$ cat src/rtl/mux2_arbiter.sv
// mux2_arbiter: two-requester round-robin arbiter driving a shared mux2 select (optional hold timeout: MUX2_ARBITER_TIMEOUT_EN)
module mux2_arbiter #(
   parameter int HOLD_MAX = 8,
   parameter int CW       = 8
) (
   input  logic clk,
   input  logic rst,
   input  logic req0,
   input  logic req1,
   output logic gnt0,
   output logic gnt1,
   output logic s,
   output logic busy
);
   typedef enum logic [1:0] {IDLE, OWN0, OWN1} state_t;
   state_t state, state_n;
   logic   last;
   logic   expire;
   if (HOLD_MAX < 2 || HOLD_MAX > 255 || (1 << CW) <= HOLD_MAX) begin : g_bad_cfg
      $error("mux2_arbiter: HOLD_MAX must be 2..255 and fit in CW bits");
   end
`ifdef MUX2_ARBITER_TIMEOUT_EN
   logic [CW-1:0] cnt;
   logic          other;
   // contention detection and forced handover once the owner has had HOLD_MAX cycles
   always_comb begin
      other  = (state == OWN0) ? req1 : req0;
      expire = (state != IDLE) & other & (cnt == CW'(HOLD_MAX - 1));
   end
   // hold counter: runs only while the other side waits, clears on any ownership change
   always_ff @(posedge clk or posedge rst)
      if (rst) cnt <= '0;
      else     cnt <= (state_n == state && state != IDLE && other) ? cnt + 1'b1 : '0;
`else
   // no timeout: an owner keeps the grant until it releases
   always_comb expire = 1'b0;
`endif
   // next-state: ties go to the requester that did not own last, handover needs no idle gap
   always_comb begin
      state_n = state;
      state_n = (state == IDLE) ? ((req0 & req1) ? (last ? OWN0 : OWN1) : req0 ? OWN0 : req1 ? OWN1 : IDLE) :
                (state == OWN0) ? ((req0 & ~expire) ? OWN0 : req1 ? OWN1 : IDLE) :
                                  ((req1 & ~expire) ? OWN1 : req0 ? OWN0 : IDLE);
   end
   // state and registered outputs; select holds through IDLE so the mux output stays put
   always_ff @(posedge clk or posedge rst)
      if (rst) begin
         state <= IDLE;
         last  <= 1'b1;
         gnt0  <= 1'b0;
         gnt1  <= 1'b0;
         s     <= 1'b0;
         busy  <= 1'b0;
      end else begin
         state <= state_n;
         last  <= (state_n == OWN1) ? 1'b1 : (state_n == OWN0) ? 1'b0 : last;
         gnt0  <= state_n == OWN0;
         gnt1  <= state_n == OWN1;
         s     <= (state_n == OWN1) ? 1'b1 : (state_n == OWN0) ? 1'b0 : s;
         busy  <= state_n != IDLE;
      end
endmodule

$ cat config.mk
export PLATFORM = sky130hd
export DESIGN_NAME = mux2_arbiter
export DESIGN_NICKNAME = d
export VERILOG_FILES = /design/src/rtl/mux2_arbiter.sv
export SDC_FILE = /design/constraint.sdc
export NUM_CORES = 1
export LEC_CHECK = 0
export ABC_AREA = 1
export CAP_MARGIN = 15
export CORE_AREA = 2 2 39 41
export DETAILED_ROUTE_END_ITERATION = 10
export DIE_AREA = 0 0 41 43
export DONT_BUFFER_PORTS = 1
export HOLD_SLACK_MARGIN = 0.06
export PLACE_DENSITY = 0.4
export SETUP_SLACK_MARGIN = 0.02
export SYNTH_ARGS = -nofsm -noshare
export SYNTH_HDL_FRONTEND = slang
export SYNTH_SLANG_ARGS = --single-unit
export TNS_END_PERCENT = 30
$ cat constraint.sdc
create_clock -name clk -period 1.1 [get_ports clk]
set_clock_uncertainty 0.15 [all_clocks]
set_input_delay 0.275 -clock clk [delete_from_list [all_inputs] [get_ports clk]]
set_output_delay 0.275 -clock clk [all_outputs]
set_load 0.05 [all_outputs]
; After elaboration in Yosys (flattened, before gate mapping)
; Index checks and enable logic that the tools add are counted.
[word_totals]
inputBits = 4
latch_bits = 0
output_inout_bits = 4
ramBits = 0
elab_cells = 23
mem_count = 0
rom_bits = 0
regBits = 7
[op_classes]
shifts = 0
eq_ne = 3
bitwise_logic = 1
n_lt_le_gt_ge = 0
n_mux = 10
n_addsub = 0
multipliers = 0
reduce_logical = 3
div_mod_pow = 0
[ops]
columns = op, n
row1 = $mux 2, 7
row2 = $eq 2x1->1 const B, 2
row3 = $reduce_bool 2->1, 2
row4 = $mux 1, 3
row5 = $eq 2x2->1 const B, 1
row6 = $logic_not 2->1, 1
row7 = $and 1x1->1, 1

; Logic depth before layout (Yosys ltp)
[logic_depth]
ltp_word = 7
depth_mapped = 5
ltp_nobuf = 5

; Worst setup path after synthesis
; OpenSTA, ideal clock, no wires.
[synth_path]
path_kind = reg2out
start = reg s
end = out s
arrival_ps = 601
stages_incl_launch_ff = 1
required_time_ps = 675
n_path_buf = 0
path_slack_ps = 74
path_cell_list = dfrtp_1
[synth_rtl]
columns = item, line
row1 = from (decl), 12  ; output logic s,
row2 = from (signal assigned), 59  ; s <= (state_n == OWN1) ? 1'b1 : (state_n == OWN0) ? 1'b0 : s;
; No word-level cell between the ends.

; Worst setup path in the final report
[layout_path]
start = reg gnt0
end = out gnt0
[layout_rtl]
columns = item, line
row1 = from (decl), 10  ; output logic gnt0,
row2 = from (signal assigned), 50  ; gnt0 <= 1'b0;
row3 = from (signal assigned), 57  ; gnt0 <= state_n == OWN0;
; No word-level cell between the ends.

==> impl_metrics.json <==
{
  "status": "complete, but fails checks",
  "failed_checks": "negative setup slack",
  "maxCapViolCount": 0,
  "period_share_pct": 112,
  "postRouteAntennaNets": 0,
  "filler_cell_count": 148,
  "path_cells": "buf_12",
  "synth_compound_area_share_pct": 5.66,
  "reg2regPathDepth": 5,
  "grt_usage_pct": 8.60,
  "timing.final.ws_setup_ns": -0.128,
  "antenna_cells": 0,
  "layout_min_cycle_time_ns": 1.23,
  "hold_slack_ns": 0.107,
  "yosysWarnings": 0,
  "synth-seq-cells": 7,
  "core-area_um2": 1380,
  "gp_congestion": 0.738,
  "final_area_um2": 405,
  "avgSynthCellArea_um2": 9.82,
  "slew_headroom_pct": 81.8,
  "tightest_slew_ns": 0.272,
  "rrSetupSlack_ns": 0,
  "area_growth_pct": 52.8,
  "p_per_area_nw_per_um2": 1650,
  "fin_util_pct": 29.3,
  "final_cells": 53,
  "placed_area_um2": 345,
  "rsz0062_at_grt": "yes",
  "grt_pass1_vias": 242,
  "post-route-drc-count": 0,
  "place_inst": 46,
  "critPathCaptureType": "output pin",
  "start_kind": "register",
  "synth-adder-area-share_pct": 0,
  "synthCells": 27,
  "syn_area_um2": 265,
  "min_path_type": "input port to register",
  "fmax_ghz": 0.815,
  "dieArea_um2": 1760,
  "clkTransAtPathRegs_ns": 0.05,
  "yosys.area_share.simple_pct": 17.9,
  "wl_um": 503,
  "hold_depth": 3,
  "die_x_um": 41,
  "worstSkewPairLatency_ns": 0.26,
  "die_h_um": 43,
  "timing.final.max_slew_violations": 0,
  "clockBufferDepth": 2,
  "fin_nets": 42,
  "crit_type": "register to output pin",
  "crit_fanout": 1,
  "critPathBufInv": 1,
  "cts_tree": "built",
  "antenna_found_initial": 0,
  "layout_common_cells": "inv_1 (6), nand2_1 (5), dfrtp_1 (5)",
  "ys_seq_area_share_pct": 66.5,
  "cp_slowest_stage_delay_ns": 0.39,
  "min_to": "last$_DFFE_PP1P_",
  "grt.overflow.total": 0,
  "start_util_pct": 19.2,
  "required_ns": 0.67,
  "vias": 212,
  "numCtsBuffers": 3,
  "worstPathArrival_ns": 0.80,
  "num_rows": 14,
  "vdd_drop_max_uv": 571,
  "cpMaxStageDelayCell": "dfrtp_1",
  "cp_top_family": "flip-flops",
  "mostFrequentLayoutCell": "inv_1",
  "synth_xor_area_share_pct": 0,
  "wire_per_inst_um": 9.49,
  "setup_viol": 5,
  "synth_top_family_by_area": "simple AND/OR/NAND/NOR gates",
  "synthMuxAreaShare_pct": 0,
  "dr.first_iter.drc_count": 2,
  "drive_gt1_share_pct": 27.0,
  "dp_hpwl_um": 396,
  "hold_viol": 0,
  "cts_htree_levels": 1,
  "grt_pass1_wl_um": 924,
  "vias_per_cell": 4.00,
  "min-delay-start": "req0",
  "r2r_end": "s$_DFFE_PP0P_",
  "io_pins": 8,
  "p_leak_nw": 0.214,
  "cts_sinks": 7,
  "root_buffer": "clkbuf_4",
  "drt-pass1-iter-count": 3,
  "r2r_start": "last$_DFFE_PP1P_",
  "grt_max_degree": 8,
  "syn-num-nets": 31,
  "ys_types": 9,
  "io_buffer_count": 0
}
[power breakdown]
part | switching [W] | leakage [nW] | internal (W)
Combinational | 0.0000621 | 0.118 | 0.0000513
Sequential | 0.0000306 | 0.0806 | 0.000284
Clock | 0.000101 | 0.0150 | 0.000139
Total | 0.000193 | 0.214 | 0.000474
[cell families (layout without fill, tap and decap cells)]
family / count (synthesis) / in the layout
compound gates: 3 / 3
buf+inv: 7 / 17
simple gates: 10 / 10
flops: 7 / 7
[routing by layer]
| layer | global-route usage [%] | wire length [µm] | vias up |
|---|---|---|---|
| met5 | 0 | 0 | - |
| met4 | 8.00 | 29 | 0 |
| met3 | 4.71 | 41 | 3 |
| met2 | 13.8 | 275 | 7 |
| met1 | 6.60 | 155 | 100 |
| li1 | - | - | 102 |
[flip-flops by register name (all words and copies together) (netlist names)]
| name | cells |
|---|---|
| state | 2 |
| busy | 1 |
| gnt1 | 1 |
| gnt0 | 1 |
| last | 1 |
| s | 1 |
[synthesized netlist by cell type]
cell type,number,area [µm²]
dfrtp_1,6,150
o21ai_0,1,5.00
nand2_1,5,18.8
dfstp_2,1,26.3
nand3_1,3,15.0
a21oi_1,2,10.0
nor2_1,1,3.75
inv_1,7,26.3
nand3_2,1,10.0
[layout make-up]
class / instances / area, µm² / share of cell area (%)
clock buffers: 4 / 26.3 / 6.48
inverters: 7 / 26.3 / 6.48
multi-input cells: 13 / 62.6 / 15.4
flip-flops and latches: 7 / 178 / 43.8
well taps: 16 / 20.0 / 4.94
repair buffers: 6 / 92.6 / 22.8
[through the flow]
stage,total power (W),setup WS (ns),setup TNS [ns]
floorplan,0.000372,0.0745,0
global placement,0.000418,0.0338,0
detailed placement,0.000422,0.00706,0
CTS,0.000677,-0.136,-0.530
global route,0.000696,-0.141,-0.619
finish,0.000668,-0.128,-0.476
[worst max path at each step]
| stage | from | end | slack, ns | cells after the start |
|---|---|---|---|---|
| 2_1_floorplan | s$_DFFE_PP0P_ | s | 0.07 | 0 |
| 3_3_place_gp | last$_DFFE_PP1P_ | s$_DFFE_PP0P_ | 0.03 | 5 |
| 3_5_place_dp | last$_DFFE_PP1P_ | s$_DFFE_PP0P_ | 0.007 | 5 |
| 4_1_cts | gnt0$_DFF_PP0_ | gnt0 | -0.14 | 1 |
| 5_1_grt | gnt1$_DFF_PP0_ | gnt1 | -0.14 | 1 |
| 6_report | gnt0$_DFF_PP0_ | gnt0 | -0.13 | 1 |
[what timing repair did]
item | in CTS | in global routing
hold buffers | 3 | 0
resized for setup | 1 | 2
hold endpoints to repair | 14 | 0
setup endpoints to repair | 7 | 10
pin swaps | 0 | 2
setup buffers | 0 | 0
(Power assumes the default switching activity.)
